### config.mk
export PLATFORM = sky130hd
export DESIGN_NAME = mux_scan_seq
export DESIGN_NICKNAME = d
export VERILOG_FILES = /design/src/rtl/mux_scan_seq.sv
export SDC_FILE = /design/constraint.sdc
export NUM_CORES = 1
export LEC_CHECK = 0
export CORE_AREA = 10 10 49 51
export CTS_CLUSTER_SIZE = 20
export DETAILED_ROUTE_END_ITERATION = 10
export DIE_AREA = 0 0 59 61
export GPL_TIMING_DRIVEN = 0
export HOLD_SLACK_MARGIN = 0.05
export PLACE_DENSITY = 0.68
export SETUP_SLACK_MARGIN = 0.05
export SLEW_MARGIN = 40
export SYNTH_ARGS = -nofsm -noshare
export SYNTH_HDL_FRONTEND = slang
export SYNTH_SLANG_ARGS = --single-unit
### constraint.sdc
create_clock -name clk -period 1.6 [get_ports clk]
set_clock_uncertainty 0.1 [all_clocks]
set_input_delay 0.48 -clock clk [delete_from_list [all_inputs] [get_ports clk]]
set_output_delay 0.48 -clock clk [all_outputs]
set_load 0.03 [all_outputs]
### src/rtl/mux_scan_seq.sv
`default_nettype none
// ============================================================================
// Module   : mux_scan_seq
// Purpose  : Clocked NCH:1 channel selector with a registered valid/ready
//            output stage. Manual mode samples the channel named by sel on
//            every free output slot; auto-scan mode walks an internal
//            channel pointer, taking one sample every DWELL cycles.
// Revision : 1.0 - initial release
// ----------------------------------------------------------------------------
// Ports:
//   clk      in   1       rising-edge clock
//   rst_n    in   1       asynchronous active-low reset
//   g_n      in   1       active-low enable; 1 = block disabled, output dropped
//   mode     in   1       0 = manual, 1 = auto-scan
//   sel      in   SW      manual channel select (sel >= NCH yields y = 0)
//   d        in   NCH*W   packed channel data, channel k = d[k*W +: W]
//   ch_mask  in   NCH     scan channel enables (only with SCAN_MASK_EN)
//   y        out  W       registered sample data
//   y_ch     out  SW      channel index of y
//   y_valid  out  1       y/y_ch hold an unconsumed sample
//   y_ready  in   1       consumer handshake, transfer on y_valid & y_ready
// Build option:
//   SCAN_MASK_EN - adds ch_mask; scan skips channels whose mask bit is 0.
// ============================================================================
module mux_scan_seq #(
    parameter  int NCH   = 4,
    parameter  int W     = 1,
    parameter  int DWELL = 4,
    localparam int SW    = $clog2(NCH)
) (
    input  logic              clk,
    input  logic              rst_n,
    input  logic              g_n,
    input  logic              mode,
    input  logic [SW-1:0]     sel,
    input  logic [NCH*W-1:0]  d,
`ifdef SCAN_MASK_EN
    input  logic [NCH-1:0]    ch_mask,
`endif
    output logic [W-1:0]      y,
    output logic [SW-1:0]     y_ch,
    output logic              y_valid,
    input  logic              y_ready
);

    localparam int          DW         = (DWELL > 1) ? $clog2(DWELL) : 1;
    localparam logic [DW-1:0] c_dwell_max = DW'(DWELL - 1);
    localparam logic [SW-1:0] c_last_ch   = SW'(NCH - 1);

    typedef enum logic [1:0] {
        ST_DIS  = 2'd0,
        ST_MAN  = 2'd1,
        ST_SCAN = 2'd2
    } state_t;

    state_t        r_state;
    state_t        w_state_nxt;
    logic [SW-1:0] r_ptr;
    logic [DW-1:0] r_dwell;

    logic [SW-1:0] w_ptr_nxt;
    logic [DW-1:0] w_dwell_nxt;
    logic          w_free;
    logic          w_load;
    logic          w_clear;
    logic [W-1:0]  w_load_y;
    logic [SW-1:0] w_load_ch;
    logic [W-1:0]  w_sel_data;
    logic [W-1:0]  w_ptr_data;
    logic [SW-1:0] w_first_ch;   // channel a fresh scan starts on
    logic [SW-1:0] w_adv_ch;     // channel after r_ptr in scan order
    logic          w_any_ch;     // at least one channel is scannable

    // ------------------------------------------------------------------
    // Channel data muxes; loops keep every select in range, so an
    // out-of-range sel naturally reads as zero.
    // ------------------------------------------------------------------
    always_comb begin
        w_sel_data = '0;
        w_ptr_data = '0;
        for (int k = 0; k < NCH; k++) begin
            if (SW'(k) == sel)   w_sel_data = d[k*W +: W];
            if (SW'(k) == r_ptr) w_ptr_data = d[k*W +: W];
        end
    end

    // ------------------------------------------------------------------
    // Scan order
    // ------------------------------------------------------------------
`ifdef SCAN_MASK_EN
    logic [SW-1:0] w_above_ch;
    logic          w_above_hit;

    // Descending loops leave the lowest matching channel in place: the
    // lowest enabled channel overall, and the lowest enabled one above
    // the pointer. With nothing above, the search wraps to the lowest.
    always_comb begin
        w_first_ch  = '0;
        w_above_ch  = '0;
        w_above_hit = 1'b0;
        for (int k = NCH - 1; k >= 0; k--) begin
            if (ch_mask[k]) begin
                w_first_ch = SW'(k);
                if (SW'(k) > r_ptr) begin
                    w_above_ch  = SW'(k);
                    w_above_hit = 1'b1;
                end
            end
        end
        w_adv_ch = w_above_hit ? w_above_ch : w_first_ch;
        w_any_ch = |ch_mask;
    end
`else
    always_comb begin
        w_first_ch = '0;
        w_adv_ch   = (r_ptr == c_last_ch) ? '0 : r_ptr + SW'(1);
        w_any_ch   = 1'b1;
    end
`endif

    // ------------------------------------------------------------------
    // FSM state register
    // ------------------------------------------------------------------
    always_ff @(posedge clk or negedge rst_n) begin
        if (!rst_n) r_state <= ST_DIS;
        else        r_state <= w_state_nxt;
    end

    // ------------------------------------------------------------------
    // Next state and sample decision. The action on each edge follows
    // the state being entered, so a mode change takes effect on the very
    // edge that sees it.
    // ------------------------------------------------------------------
    always_comb begin
        w_state_nxt = g_n ? ST_DIS : (mode ? ST_SCAN : ST_MAN);
        w_free      = ~y_valid | y_ready;
        w_load      = 1'b0;
        w_clear     = 1'b0;
        w_load_y    = w_ptr_data;
        w_load_ch   = r_ptr;
        w_ptr_nxt   = r_ptr;
        w_dwell_nxt = r_dwell;

        case (w_state_nxt)
            ST_MAN: begin
                w_ptr_nxt   = '0;
                w_dwell_nxt = '0;
                w_load      = w_free;
                w_load_y    = w_sel_data;
                w_load_ch   = sel;
            end
            ST_SCAN: begin
                if (r_state != ST_SCAN) begin
                    // Fresh entry: restart the walk, first sample DWELL later
                    w_ptr_nxt   = w_first_ch;
                    w_dwell_nxt = '0;
                end else if (r_dwell != c_dwell_max) begin
                    w_dwell_nxt = r_dwell + DW'(1);
                end else if (w_free && w_any_ch) begin
                    w_load      = 1'b1;
                    w_ptr_nxt   = w_adv_ch;
                    w_dwell_nxt = '0;
                end
                // else: dwell expired but slot busy, hold pointer and dwell
            end
            default: begin
                w_clear     = 1'b1;
                w_ptr_nxt   = '0;
                w_dwell_nxt = '0;
            end
        endcase
    end

    // ------------------------------------------------------------------
    // Pointer, dwell counter and output stage
    // ------------------------------------------------------------------
    always_ff @(posedge clk or negedge rst_n) begin
        if (!rst_n) begin
            r_ptr   <= '0;
            r_dwell <= '0;
            y       <= '0;
            y_ch    <= '0;
            y_valid <= 1'b0;
        end else begin
            r_ptr   <= w_ptr_nxt;
            r_dwell <= w_dwell_nxt;
            if (w_clear) begin
                // Disable drops any pending sample regardless of y_ready
                y       <= '0;
                y_ch    <= '0;
                y_valid <= 1'b0;
            end else if (w_load) begin
                y       <= w_load_y;
                y_ch    <= w_load_ch;
                y_valid <= 1'b1;
            end else if (y_ready) begin
                y_valid <= 1'b0;
            end
        end
    end

endmodule
`default_nettype wire

==> summary.txt <==
Run status
  • Status: complete, no violations

Logic synthesis
  • Syn nets: 75
  • Cells after synthesis: 59
  • Yosys top cell by area: dfrtp_1
  • Top area cells in the synthesized netlist: dfrtp_1, ha_1, a21oi_1, mux2i_1, nand2_1
  • Mapped Area: 568.0 µm²
  • Synth top area share: 44.05%
  • Register area share after synthesis: 44.05%
  • Syn_area_per_cell: 9.628 µm²
  • Synth Register Bits: 10
  • Synth Warn #: 0
  • Synth unique cells: 21

Routing
  • Routed WL per cell: 13.81 µm
  • Via Count: 504
  • Iteration-0 DRC Markers: 2
  • DRT Wirelength: 1.326 mm
  • DRC: 0
  • Via density: 5.250
  • 1st-pass router iterations: 2
  • Antenna Nets Post-Route: 0

STA
  • Fin Hold WS: 418.6 ps
  • Slew Viols, Final: 0
  • Hold Fails Final Rpt: 0
  • Unrepaired setup endpoints after global routing: true
  • Slew @ Worst Pin: 453.1 ps
  • FMAX: 649.6 MHz
  • Tcrit/Tclk final: 96.21%
  • Max_slew headroom: 69.70%
  • Min Tclk post-route: 1539 ps
  • Final setup vio count: 0

Setup path
  • Setup crit end: y$_DFFE_PN0P_
  • Crit start category: input pin
  • Critical Path End Type: register
  • FF-to-FF path depth: 6
  • Internal reg-to-reg setup slack: 110 ps
  • Slowest stage cell, crit path: or4_1
  • WP data arrival: 1630 ps
  • Critical path, cell by cell: clkdlybuf4s50_1 > or4_1 > o221a_1 > a31oi_1
  • Crit path from: sel[0]
  • Slowest cell delay on critical path: 470 ps
  • Worst r2r src: r_dwell[1]$_DFFE_PN0P_
  • FF-to-FF End: y$_DFFE_PN0P_
  • Crit-path max FO: 2
  • Worst EP required: 1690 ps
  • Critical path class: input pin to register

Power and ir drop
  • Total power: 595.0 µW
  • LEAKAGE: 0.0003758 µW
  • Internal: 448.8 µW
  • Worst vdd ir: 0.4353 mV
  • Comb power frac: 16.6%
  • Pwr per Cell Area: 739.5 nW/µm²
  • Sw Share: 24.57%
  • Net Switching: 146.2 µW
  • Clk pwr share: 38.2%
  • Seq pwr share: 45.2%

CTS
  • Clock H-tree levels: 1
  • Hold Buf Count CTS: 0
  • TritonCTS clock tree: built
  • Clock root buffer: clkbuf_4
  • Clk buf depth: 2
  • Clock Sinks: 10
  • Clk_lat worst skew: 270 ps
  • CTS clock-pin slew for the worst setup and hold paths: 70 ps
  • Number of buffers created by CTS: 3

Die
  • Die W: 59 µm
  • Core Area: 1471 µm²
  • IO Pins: 15
  • Die area: 3599 µm²
  • Starting Density: 38.61%
  • Site Rows: 14
  • Die Ht: 61 µm

Run
  • Maximum capacitance violations: 0

GRT
  • Vias in the first global route: 528
  • Largest net degree at the start of global routing: 11
  • First-pass GRT wire length: 2.283 mm
  • GRT Residual Overflow: 0
  • Total global-route track usage: 8.161%
  • Initial antenna violation count: 0

Final layout
  • Diodes inserted: 0
  • Area Overhead vs Synth: 41.63%
  • Final net count: 97
  • Layout cells sized above 1: 23.75%
  • FILL cells: 143

Min path
  • Worst min path class: input pin to async pin

Placed design
  • Number of port buffers: 14
  • RD Place Congestion: 0.7652
-- sequential cells by signal (all words and copies together) (netlist names) --
signal and count:
r_dwell 2, r_ptr 2, r_state 2, y_ch 2
y 1, y_valid 1
-- power groups by stage --
stage / clock network (µW) / logic (µW) / registers [µW]
finish: 227 / 98.8 / 269
global route: 247 / 108 / 271
CTS: 232 / 99.5 / 269
detailed placement: 0 / 101 / 274
global placement: 0 / 100 / 273
floorplan: 0 / 28.3 / 288
-- synthesized netlist by cell type --
master	instances
or3_1	1
nor3_1	1
ha_1	5
a21oi_1	6
nand3_1	4
nor2b_1	2
o221a_1	1
nor2_1	3
a31oi_1	2
nand3b_1	2
clkbuf_1	1
o21ai_0	1
or2_2	1
or4_1	1
a22o_1	1
inv_1	3
mux2i_1	3
nand2_1	8
dfrtp_1	10
nand2b_1	1
mux2_2	2
-- layer usage --
metal	share of wire, %	track usage (%)	wire (µm)	vias up
met4	1.8	3.934	24	0
met3	7.7	3.549	102	3
met1	41	8.639	546	238
met5	0	0	0	-
met2	49	13.66	652	11
li1	-	-	-	252
-- timing repair --
item                       in CTS  in global routing
buffers inserted                1                  3
setup endpoints to repair      11                  5
pin swaps                       3                  3
cloned                          0                  0
resized for setup              23                  4
-- worst min path at each step --
stage	from	endpoint	slack, ps	cells after the start
3_3_place_gp	y_ch[0]$_DFFE_PN0P_	y_ch[0]$_DFFE_PN0P_	390	1
6_report	rst_n	r_dwell[1]$_DFFE_PN0P_	420	1
2_1_floorplan	rst_n	r_dwell[0]$_DFFE_PN0P_	80	0
3_5_place_dp	y_ch[0]$_DFFE_PN0P_	y_ch[0]$_DFFE_PN0P_	400	1
5_1_grt	y_ch[0]$_DFFE_PN0P_	y_ch[0]$_DFFE_PN0P_	440	1
4_1_cts	y_ch[1]$_DFFE_PN0P_	y_ch[1]$_DFFE_PN0P_	420	1
-- placed cells by master (no fill, tap or decap), types with 3 or more instances in the layout --
cell             synthesis  layout
ha_1                     5       4
dfrtp_1                 10      10
inv_1                    3       3
mux2i_1                  3       3
clkdlybuf4s50_1          0       4
dlygate4sd2_1            0       6
buf_4                    0       4
nand2_1                  8       8
clkbuf_4                 0       3
nand3_1                  4       4
a21oi_1                  6       5
-- through the flow --
stage	setup WS, ps	instances	cell area [µm²]	setup TNS, ps	utilization, %
6_report	60.59	96	804.5	0	54.68
5_1_grt	19.19	96	804.5	0	54.68
4_1_cts	8.772	93	783.3	0	53.23
3_5_place_dp	-467.8	89	728.2	-2498	49.49
3_3_place_gp	-465.0	89	728.2	-2563	49.49
2_1_floorplan	90.63	59	568.0	0	-
-- critical path, delay by kind of cell --
kind | cells | cell delay, ps
compound gates | 2 | 270
buf+inv | 1 | 410
simple gates | 1 | 470
-- cell families after synthesis --
kind of cell               share of synthesized area, %
DFF                                               44.05
and+or+nand+nor                                   21.15
AOI/OAI and AO/OA                                 11.89
muxes                                             9.251
adders and majority gates                         11.01
buffers and inverters                             2.642
-- cell type report --
| type | instances | area (µm²) | share of cell area, % |
|---|---|---|---|
| Clock buffer | 4 | 36.28 | 4.510 |
| Inverter | 3 | 11.26 | 1.400 |
| Multi-Input combinational cell | 45 | 331.6 | 41.21 |
| Sequential cell | 10 | 250.2 | 31.10 |
| Tap cell | 16 | 20.02 | 2.488 |
| Timing Repair Buffer | 18 | 155.1 | 19.28 |
Power figures use the tool's default switching activity.
